<file path="src/rtl/flash_phy_rd_buf_sched.sv">
// flash_phy_rd_buf_sched
//   Allocation/replacement scheduler for the flash phy read-buffer array.
//   Looks up each read request against the buffer tags and reports a hit or
//   allocates a victim buffer. It tracks outstanding flash reads in order,
//   steers each read response to the buffer that owns it, and wipes matching
//   buffers on program requests.
//
// Ports
//   clk_i, rst_i                 clock, synchronous active-high reset
//   en_i                         buffering enable (low = bypass, no alloc/hit)
//   req_valid_i/req_ready_o      read request handshake, req_tag_i tag
//   hit_o, hit_idx_o             accepted request hit a Valid buffer
//   rd_req_o                     issue flash read for an accepted miss
//   prog_valid_i/prog_ready_o    program handshake, prog_tag_i tag
//   rsp_valid_i                  in-order flash read return, no backpressure
//   buf_valid_i/buf_wip_i        per-buffer attribute status
//   buf_tag_i                    per-buffer tag, buffer i at [i*TagW +: TagW]
//   alloc_o/update_o             one-hot buffer commands
//   wipe_o                       multi-hot wipe command
//   rsp_unexp_o                  sticky flag: response arrived with nothing outstanding
//
// Optional feature: define FLASH_RD_BUF_SCHED_PERF_CNT_EN to add the
// saturating hit_cnt_o / miss_cnt_o performance counters.

module flash_phy_rd_buf_sched #(
  parameter int unsigned NumBuf   = 4,
  parameter int unsigned TagW     = 22,
  parameter int unsigned RspDepth = 4,
  localparam int unsigned IdxW    = $clog2(NumBuf),
  localparam int unsigned PtrW    = (RspDepth > 1) ? $clog2(RspDepth) : 1,
  localparam int unsigned CntW    = $clog2(RspDepth + 1)
) (
  input  logic                   clk_i,
  input  logic                   rst_i,
  input  logic                   en_i,
  input  logic                   req_valid_i,
  output logic                   req_ready_o,
  input  logic [TagW-1:0]        req_tag_i,
  output logic                   hit_o,
  output logic [IdxW-1:0]        hit_idx_o,
  output logic                   rd_req_o,
  input  logic                   prog_valid_i,
  output logic                   prog_ready_o,
  input  logic [TagW-1:0]        prog_tag_i,
  input  logic                   rsp_valid_i,
  input  logic [NumBuf-1:0]      buf_valid_i,
  input  logic [NumBuf-1:0]      buf_wip_i,
  input  logic [NumBuf*TagW-1:0] buf_tag_i,
  output logic [NumBuf-1:0]      alloc_o,
  output logic [NumBuf-1:0]      update_o,
  output logic [NumBuf-1:0]      wipe_o,
`ifdef FLASH_RD_BUF_SCHED_PERF_CNT_EN
  output logic [15:0]            hit_cnt_o,
  output logic [15:0]            miss_cnt_o,
`endif
  output logic                   rsp_unexp_o
);

  // Tag lookup
  logic [NumBuf-1:0] req_eq, prog_eq;
  logic [NumBuf-1:0] match_req, wip_req, match_prog, wip_prog;

  always_comb begin
    req_eq  = '0;
    prog_eq = '0;
    for (int unsigned i = 0; i < NumBuf; i++) begin
      req_eq[i]  = (buf_tag_i[i*TagW +: TagW] == req_tag_i);
      prog_eq[i] = (buf_tag_i[i*TagW +: TagW] == prog_tag_i);
    end
  end

  assign match_req  = req_eq  & buf_valid_i;
  assign wip_req    = req_eq  & buf_wip_i;
  assign match_prog = prog_eq & buf_valid_i;
  assign wip_prog   = prog_eq & buf_wip_i;

  // Outstanding-read FIFO state
  logic [IdxW-1:0] fifo_idx   [RspDepth];
  logic            fifo_nobuf [RspDepth];
  logic [PtrW-1:0] wr_ptr_q, rd_ptr_q;
  logic [CntW-1:0] cnt_q;
  logic [IdxW-1:0] rr_q;

  logic fifo_empty, fifo_full, pop, room;
  logic push, push_nobuf;
  logic [IdxW-1:0] push_idx;

  assign fifo_empty = (cnt_q == '0);
  assign fifo_full  = (cnt_q == CntW'(RspDepth));
  assign pop        = rsp_valid_i & ~fifo_empty & ~rst_i;
  // A same-cycle pop frees the slot the push needs, so full does not block.
  assign room       = ~fifo_full | pop;

  // Hit index: lowest matching Valid buffer
  logic            hit_any;
  logic [IdxW-1:0] hit_idx_c;

  always_comb begin
    hit_any   = 1'b0;
    hit_idx_c = '0;
    for (int unsigned i = 0; i < NumBuf; i++) begin
      if (!hit_any && match_req[i]) begin
        hit_any   = 1'b1;
        hit_idx_c = IdxW'(i);
      end
    end
  end

  // Victim: lowest free buffer first, otherwise round-robin over non-Wip ones
  logic [NumBuf-1:0] free_buf;
  logic              victim_found;
  logic [IdxW-1:0]   victim;
  int unsigned       rr_j;

  assign free_buf = ~(buf_valid_i | buf_wip_i);

  always_comb begin
    victim_found = 1'b0;
    victim       = '0;
    rr_j         = 0;
    for (int unsigned i = 0; i < NumBuf; i++) begin
      if (!victim_found && free_buf[i]) begin
        victim_found = 1'b1;
        victim       = IdxW'(i);
      end
    end
    for (int unsigned k = 0; k < NumBuf; k++) begin
      rr_j = (32'(rr_q) + k) % NumBuf;
      if (!victim_found && !buf_wip_i[IdxW'(rr_j)]) begin
        victim_found = 1'b1;
        victim       = IdxW'(rr_j);
      end
    end
  end

  // Command generation
  logic prog_rdy;

  always_comb begin
    req_ready_o  = 1'b0;
    hit_o        = 1'b0;
    hit_idx_o    = '0;
    rd_req_o     = 1'b0;
    prog_ready_o = 1'b0;
    alloc_o      = '0;
    update_o     = '0;
    wipe_o       = '0;
    push         = 1'b0;
    push_idx     = '0;
    push_nobuf   = 1'b0;
    prog_rdy     = 1'b0;
    if (!rst_i) begin
      // A Wip buffer is never wiped: its pending update would be orphaned.
      prog_rdy     = en_i ? ~|wip_prog : 1'b1;
      prog_ready_o = prog_rdy;
      if (prog_valid_i && prog_rdy && en_i) begin
        wipe_o = match_prog;
      end
      if (!prog_valid_i) begin
        if (en_i) begin
          if (!(|wip_req)) begin
            if (hit_any) begin
              req_ready_o = 1'b1;
              if (req_valid_i) begin
                hit_o     = 1'b1;
                hit_idx_o = hit_idx_c;
              end
            end else if (victim_found && room) begin
              req_ready_o = 1'b1;
              if (req_valid_i) begin
                alloc_o[victim] = 1'b1;
                rd_req_o        = 1'b1;
                push            = 1'b1;
                push_idx        = victim;
              end
            end
          end
        end else begin
          req_ready_o = room;
          if (req_valid_i && room) begin
            rd_req_o   = 1'b1;
            push       = 1'b1;
            push_nobuf = 1'b1;
          end
        end
      end
      if (pop && en_i && !fifo_nobuf[rd_ptr_q]) begin
        update_o[fifo_idx[rd_ptr_q]] = 1'b1;
      end
    end
  end

  function automatic logic [PtrW-1:0] ptr_inc(input logic [PtrW-1:0] p);
    return (p == PtrW'(RspDepth - 1)) ? '0 : p + 1'b1;
  endfunction

  always_ff @(posedge clk_i) begin
    if (push) begin
      fifo_idx[wr_ptr_q]   <= push_idx;
      fifo_nobuf[wr_ptr_q] <= push_nobuf;
    end
  end

  always_ff @(posedge clk_i) begin
    if (rst_i) begin
      wr_ptr_q    <= '0;
      rd_ptr_q    <= '0;
      cnt_q       <= '0;
      rr_q        <= '0;
      rsp_unexp_o <= 1'b0;
    end else begin
      if (push) wr_ptr_q <= ptr_inc(wr_ptr_q);
      if (pop)  rd_ptr_q <= ptr_inc(rd_ptr_q);
      if (push && !pop)      cnt_q <= cnt_q + 1'b1;
      else if (!push && pop) cnt_q <= cnt_q - 1'b1;
      if (rsp_valid_i && fifo_empty) rsp_unexp_o <= 1'b1;
      if (|alloc_o) begin
        rr_q <= (victim == IdxW'(NumBuf - 1)) ? '0 : victim + 1'b1;
      end
    end
  end

`ifdef FLASH_RD_BUF_SCHED_PERF_CNT_EN
  always_ff @(posedge clk_i) begin
    if (rst_i) begin
      hit_cnt_o  <= '0;
      miss_cnt_o <= '0;
    end else begin
      if (hit_o && hit_cnt_o != '1)       hit_cnt_o  <= hit_cnt_o + 1'b1;
      if ((|alloc_o) && miss_cnt_o != '1) miss_cnt_o <= miss_cnt_o + 1'b1;
    end
  end
`endif

  a_alloc_onehot0: assert property (@(posedge clk_i) disable iff (rst_i)
    $onehot0(alloc_o));
  a_update_onehot0: assert property (@(posedge clk_i) disable iff (rst_i)
    $onehot0(update_o));
  a_update_to_wip: assert property (@(posedge clk_i) disable iff (rst_i)
    (update_o & ~buf_wip_i) == '0);
  a_no_alloc_wip: assert property (@(posedge clk_i) disable iff (rst_i)
    (alloc_o & buf_wip_i) == '0);

endmodule
</file>
<file path="config.mk">
export PLATFORM = sky130hd
export DESIGN_NAME = flash_phy_rd_buf_sched
export DESIGN_NICKNAME = d
export VERILOG_FILES = /design/src/rtl/flash_phy_rd_buf_sched.sv
export SDC_FILE = /design/constraint.sdc
export NUM_CORES = 1
export LEC_CHECK = 0
export CAP_MARGIN = 20
export CORE_ASPECT_RATIO = 0.7
export CORE_MARGIN = 3
export CORE_UTILIZATION = 39
export DETAILED_ROUTE_END_ITERATION = 8
export HOLD_SLACK_MARGIN = 0.05
export PLACE_DENSITY_LB_ADDON = 0.15
export SLEW_MARGIN = 0
export SYNTH_ARGS = -nofsm -noshare
export SYNTH_HDL_FRONTEND = slang
export SYNTH_SLANG_ARGS = --single-unit
</file>
<file path="constraint.sdc">
create_clock -name clk_i -period 2.5 [get_ports clk_i]
set_input_delay 0.375 -clock clk_i [delete_from_list [all_inputs] [get_ports clk_i]]
set_output_delay 0.375 -clock clk_i [all_outputs]
set_load 0.005 [all_outputs]
</file>
# After elaboration in Yosys (flattened, before gate mapping)
# Memory sizes are Yosys's and may differ from the RTL's. A register that Yosys moved wholly into a read port is not among the register bits.
# Index checks and enable logic that the tools add are counted.
# Widths: inputs -> output; s select.
# word_totals
register_bits	10
latchBits	0
ramBits	12
mem_bits_ro	0
input_bits	146
output_inout_bits	19
elab_cells	184
n_memories	2
# memory_table
memory	words	width	rd	rd_ports_with_merged_regs	write_ports	line	rtl
fifo_idx	4	2	1	1	1	78	logic [IdxW-1:0] fifo_idx [RspDepth];
fifo_nobuf	4	1	1	1	1	79	logic fifo_nobuf [RspDepth];
# op_classes
add_sub_neg	8
n_mul	0
n_div	0
magnitude_cmp	8
n_eq_ne	12
shifts	0
n_mux	93
n_bitwise	12
n_reduce_logical	44
# ops
operator	n
$eq 22x22->1	8
$mux 2	28
$mux 1	46
$mux 4	11
$logic_and 1x1->1	21
$logic_not 1->1	18
$lt 2x3->1 const B	6
$and 4x4->4	4
$reduce_or 4->1	3
$add 2x1->2 const B	4
$bmux 1 s2	4
$eq 2x2->1 const B	3
$mux 3	2
$add 2x2->2 const B	2
$demux 1 s2	2
$ge 2x1->1 const B	2
$not 4->4	1
$or 4x4->4	1
$add 3x1->3 const B	1
$eq 3x3->1 const B	1
$logic_not 3->1	1
$not 1->1	3
$sub 3x1->3 const B	1
$and 1x1->1	2
2 further kinds	2

# Depth between registers and ports, before layout
# Gate-level depths: netlist (run 1).
# depth
ltp_word	36
mapped_depth	13
mapped_depth_nobuf	13

# Worst setup path before layout (run 1)
# Ideal clock, no wire load.
# synth_timing
path_kind	input port to flip-flop
from	in buf_tag_i[82]
to	reg cnt_q[2]
setup_ns	0.070
arrival_ns	2.732
required_time_ns	2.430
slack_ns	-0.302
path_stages	13
path_buffers	0
cell_sequence	xor2_1 > nor4_1 > and3_4 > a32o_1 > nor3b_4 > a31oi_4 > inv_1 > ha_1 > inv_1 > fa_1 > xor2_1 > or3_1 > a21oi_1
# synth_between
elab_chain_cells	12
word_cells_on_any_way	16
classes_between	1 x eq/ne; 7 x mux; 2 x bitwise; 6 x reduce/logical
# synth_rtl
item	line	rtl
start, declared	48	input logic [NumBuf*TagW-1:0] buf_tag_i,
$eq 22x22->1 (*)	67	req_eq[i] = (buf_tag_i[i*TagW +: TagW] == req_tag_i);
$and 4x4->4	72	assign match_req = req_eq & buf_valid_i;
$logic_and 1x1->1	102	if (!hit_any && match_req[i]) begin
$mux 1	102	
$mux 1	--	
$mux 1 (*) (4 in a row)	--	
named net rd_req_o	41	output logic rd_req_o,
$logic_not 1->1	215	else if (!push && pop) cnt_q <= cnt_q - 1'b1;
$logic_and 1x1->1	215	
$reduce_bool 2->1 (no line)	--	
end signal, assigned	214	if (push && !pop) cnt_q <= cnt_q + 1'b1;
end signal, assigned	215	
end, declared	81	logic [CntW-1:0] cnt_q;
# Mark *: on every way through the listed nets, which the timed path passes. The rest lies on a longest branch.
# A chain may end at the register's enable or synchronous reset.

# Final worst setup path (run 1)
# layout_timing
from	in req_tag_i[5]
to	reg cnt_q[2]
# layout_between
elab_chain_cells	20
word_cells_on_any_way	27
classes_between	4 x eq/ne; 10 x mux; 2 x bitwise; 11 x reduce/logical
# layout_rtl
item	line	rtl
start, declared	38	input logic [TagW-1:0] req_tag_i,
$eq 22x22->1	67	
$and 4x4->4	72	
$mux 1	102	
$logic_not 1->1	102	
$logic_and 1x1->1	102	
$mux 1	102	
$logic_not 1->1	102	
$logic_and 1x1->1	102	
[4 not listed]	--	
$mux 1	162	if (hit_any) begin
$mux 1 (*)	161	if (!(|wip_req)) begin
$mux 1 (*)	160	if (en_i) begin
$mux 1 (*)	159	if (!prog_valid_i) begin
$mux 1 (*)	152	if (!rst_i) begin
$logic_not 1->1	215	
$logic_and 1x1->1	215	
$reduce_bool 2->1 (no line)	--	
# Mark *: on every way between the ends. The rest lies on a longest branch, timed or not.

==> results of run 1 <==
-- what timing repair did --
item,CTS,global route
setup endpoints to repair,45,42
buffers inserted,39,13
pin swaps,136,68
cloned,0,0
resized for setup,755,125
-- kinds of logic (layout without fill, tap and decap cells) --
family                   Yosys count  count (layout)  synth area share (%)
AO/OA/AOI/OAI                     30              30                  5.78
multiplexers                      10              10                  4.13
AND/OR/NAND/NOR                  154             154                  24.5
adder cells (fa/ha/maj)           11              11                  3.90
XOR/XNOR                         179             179                  42.1
flip-flops                        24              24                  16.1
buffers and inverters             33             342                  3.43
-- per-layer routing --
| layer | GRT usage [%] | wire (um) | vias up |
|---|---|---|---|
| met5 | 0 | 0 | - |
| met4 | 7.72 | 563 | 0 |
| met3 | 10.5 | 2560 | 75 |
| met2 | 59.3 | 9910 | 401 |
| met1 | 50.1 | 8710 | 2517 |
| li1 | - | - | 2134 |
-- cells in the final DEF, fill, tap and decap left out, types with 4 or more instances in the layout --
master	n
inv_1	6
nor3_1	5
nand2_1	10
xor2_1	19
buf_6	38
clkdlybuf4s15_2	17
xnor2_1	54
xor2_2	45
clkdlybuf4s15_1	10
nor4_4	15
nor2_2	6
nand2b_1	5
and4_1	6
xor2_4	15
nor2b_1	5
nand3_1	5
dfxtp_1	9
buf_4	132
clkbuf_2	13
and3_1	4
nor2_1	19
dlygate4sd2_1	10
xnor2_4	8
clkdlybuf4s50_1	5
xnor2_2	38
buf_8	10
ha_1	8
buf_2	88
nand4_1	31
nor4_2	12
edfxtp_1	12
a21oi_1	5
-- where the power goes --
part	total (W)	leakage, nW	internal, W	switching [W]
Combinational	0.00155	3.15	0.000759	0.000787
Clock	0.000477	0.0511	0.000319	0.000158
Sequential	0.000479	0.216	0.000443	0.0000358
Total	0.00250	3.42	0.00152	0.000981
-- final timing paths --
kind	startpoint	end	slack (ns)
setup / recovery	req_tag_i[5]	cnt_q[2]	-0.37
hold / removal	rsp_unexp_o	rsp_unexp_o	0.56
setup reg to reg	rr_q[1]	rr_q[1]	-0.07
hold reg to reg	rsp_unexp_o	rsp_unexp_o	0.56
-- flip-flops by register name (all words and copies together) (netlist names), named ones only --
signal / flops
rr_q: 2
cnt_q: 3
fifo_nobuf: 4
fifo_idx: 8
rsp_unexp_o: 1
wr_ptr_q: 2
rd_ptr_q: 2
-- area by class of cell --
type / count / share of cell area (%)
Clock inverter: 1 / 0.371
Inverter: 11 / 0.588
Clock buffer: 3 / 0.928
Timing Repair Buffer: 327 / 31.8
Multi-Input combinational cell: 384 / 56.9
Sequential cell: 24 / 7.50
Tap cell: 124 / 1.92
-- stage by stage --
stage,hold slack [ns],setup TNS [ns],cells
floorplan,0.460,-0.276,441
global placement,0.488,-29.66,837
detailed placement,0.523,-30.09,837
CTS,0.531,-1.20,872
global route,0.590,-5.00,874
finish,0.561,-3.79,874
-- worst max-delay path, stage by stage --
cell	delay (ns)
buf_4	0.16
xor2_1	0.18
nor4_2	0.35
nand4_1	0.22
buf_4	0.20
nor3_4	0.20
nor4_4	0.08
buf_4	0.14
a31oi_4	0.17
inv_2	0.07
ha_4	0.17
inv_4	0.05
fa_2	0.18
xor2_1	0.08
or3_1	0.31
a21oi_1	0.14
==> impl_metrics.tcl, run 1 <==
set metrics [dict create \
    netlist.area_leader.share_pct 23.5 \
    n_antenna_cell 0 \
    core_area_sq_um 9180 \
    ys_seq_elements 24 \
    synthTopCellsByArea "xnor2_1 (24%), xor2_1 (19%), edfxtp_1 (9.7%)" \
    hold_violations 0 \
    ys.flop_type "edfxtp_1" \
    crit_arrival_ns 3.07 \
    antenna_found_initial 0 \
    rows 29 \
    cts_tree "done" \
    grt-ovfl-total 0 \
    insertion_delay_ns 0.27 \
    finish.utilization_pct 88.1 \
    drc 0 \
    start_util_pct 40.6 \
    period_share_pct 115 \
    cts_buffer_depth 2 \
    skew_ns 0.00793 \
    dr.pass1.iters 5 \
    drt-total-wl_um 21700 \
    htreeDepth 1 \
    fin_ws_ns -0.373 \
    hp-class "register to register" \
    netlist_area_sq_um 3720 \
    numClockSinks 24 \
    path_max_fanout 4 \
    synth.avg_cell_area_sq_um 8.44 \
    cp-start-kind "primary input" \
    maxCapViolations 0 \
    grt_pass1_wl_um 29600 \
    viasPerCell 5.87 \
    finalSetupViolCount 23 \
    die-area_sq_um 10800 \
    crit_required_ns 2.70 \
    multi_input_area_sq_um 4610 \
    drv_slew 0 \
    grt_pass1_vias 5266 \
    place_area_sq_um 6520 \
    seq_area_frac_synth_pct 16.1 \
    rsz0062_at_grt "yes" \
    yosysTopAreaCell "xnor2_1" \
    min_path_cells 2 \
    outcome "finished with violations" \
    root_buffer "clkbuf_16" \
    pre_cts_slack_ns -1.05 \
    synth_most_common_cell "xnor2_1" \
    vias 5127 \
    port_buffers 164 \
    drive_above_1_share_pct 67.1 \
    register_area_sq_um 607 \
    grt_max_degree 15 \
    worst_setup_path_end_kind "register" \
    cts-buffers-inserted 3 \
    die_h_um 87.8 \
    synth_edf_count 12 \
    finalCriticalPeriod_ns 2.87 \
    final_antenna_net_count 0 \
    ctsHoldBuffers 0 \
    final_nets 908 \
    die_w_um 123 \
    ys_top_cells_by_count "xnor2_1 (100), xor2_1 (79), nand4_1 (31)" \
    fmax_mhz 348 \
    reg2reg_depth 13 \
    synth.distinct_cells 51 \
    ys_warn_count 0 \
    dpl.hpwl_um 14800 \
    leakage_nw 3.42 \
    vdd_ir_drop_max_mv 0.451 \
    violations "negative setup slack" \
    fin_total_pwr_w 0.00250 \
    post_drt_wl_per_cell_um 24.9 \
    power_density_nw_per_um2 309 \
    gr-usage-all-layers_pct 36.9 \
    syn_to_final_growth_pct 117 \
    pin_count 165 \
    stdcell_area_sq_um 8090 \
    worst-setup-path-type "primary input to register" \
    gp_congestion 0.907 \
    synth_nets 598 \
    fillers 414 \
    postSynthCellCount 441 \
    tightest_slew_ns 0.414 \
    drtIter0Drc 618 \
    async_flop_share_pct 0 \
    clk_pin_slew_ns 0.07 \
    slew-limit-headroom_pct 72.2 \
]
Note: power is estimated with default switching activity, not from simulation.
==> run 2: changes to the inputs <==
HOLD_SLACK_MARGIN = 0.1   (was 0.05)
==> results of run 2 <==
No change in the layout: final DEF, timing and power equal those of run 1.
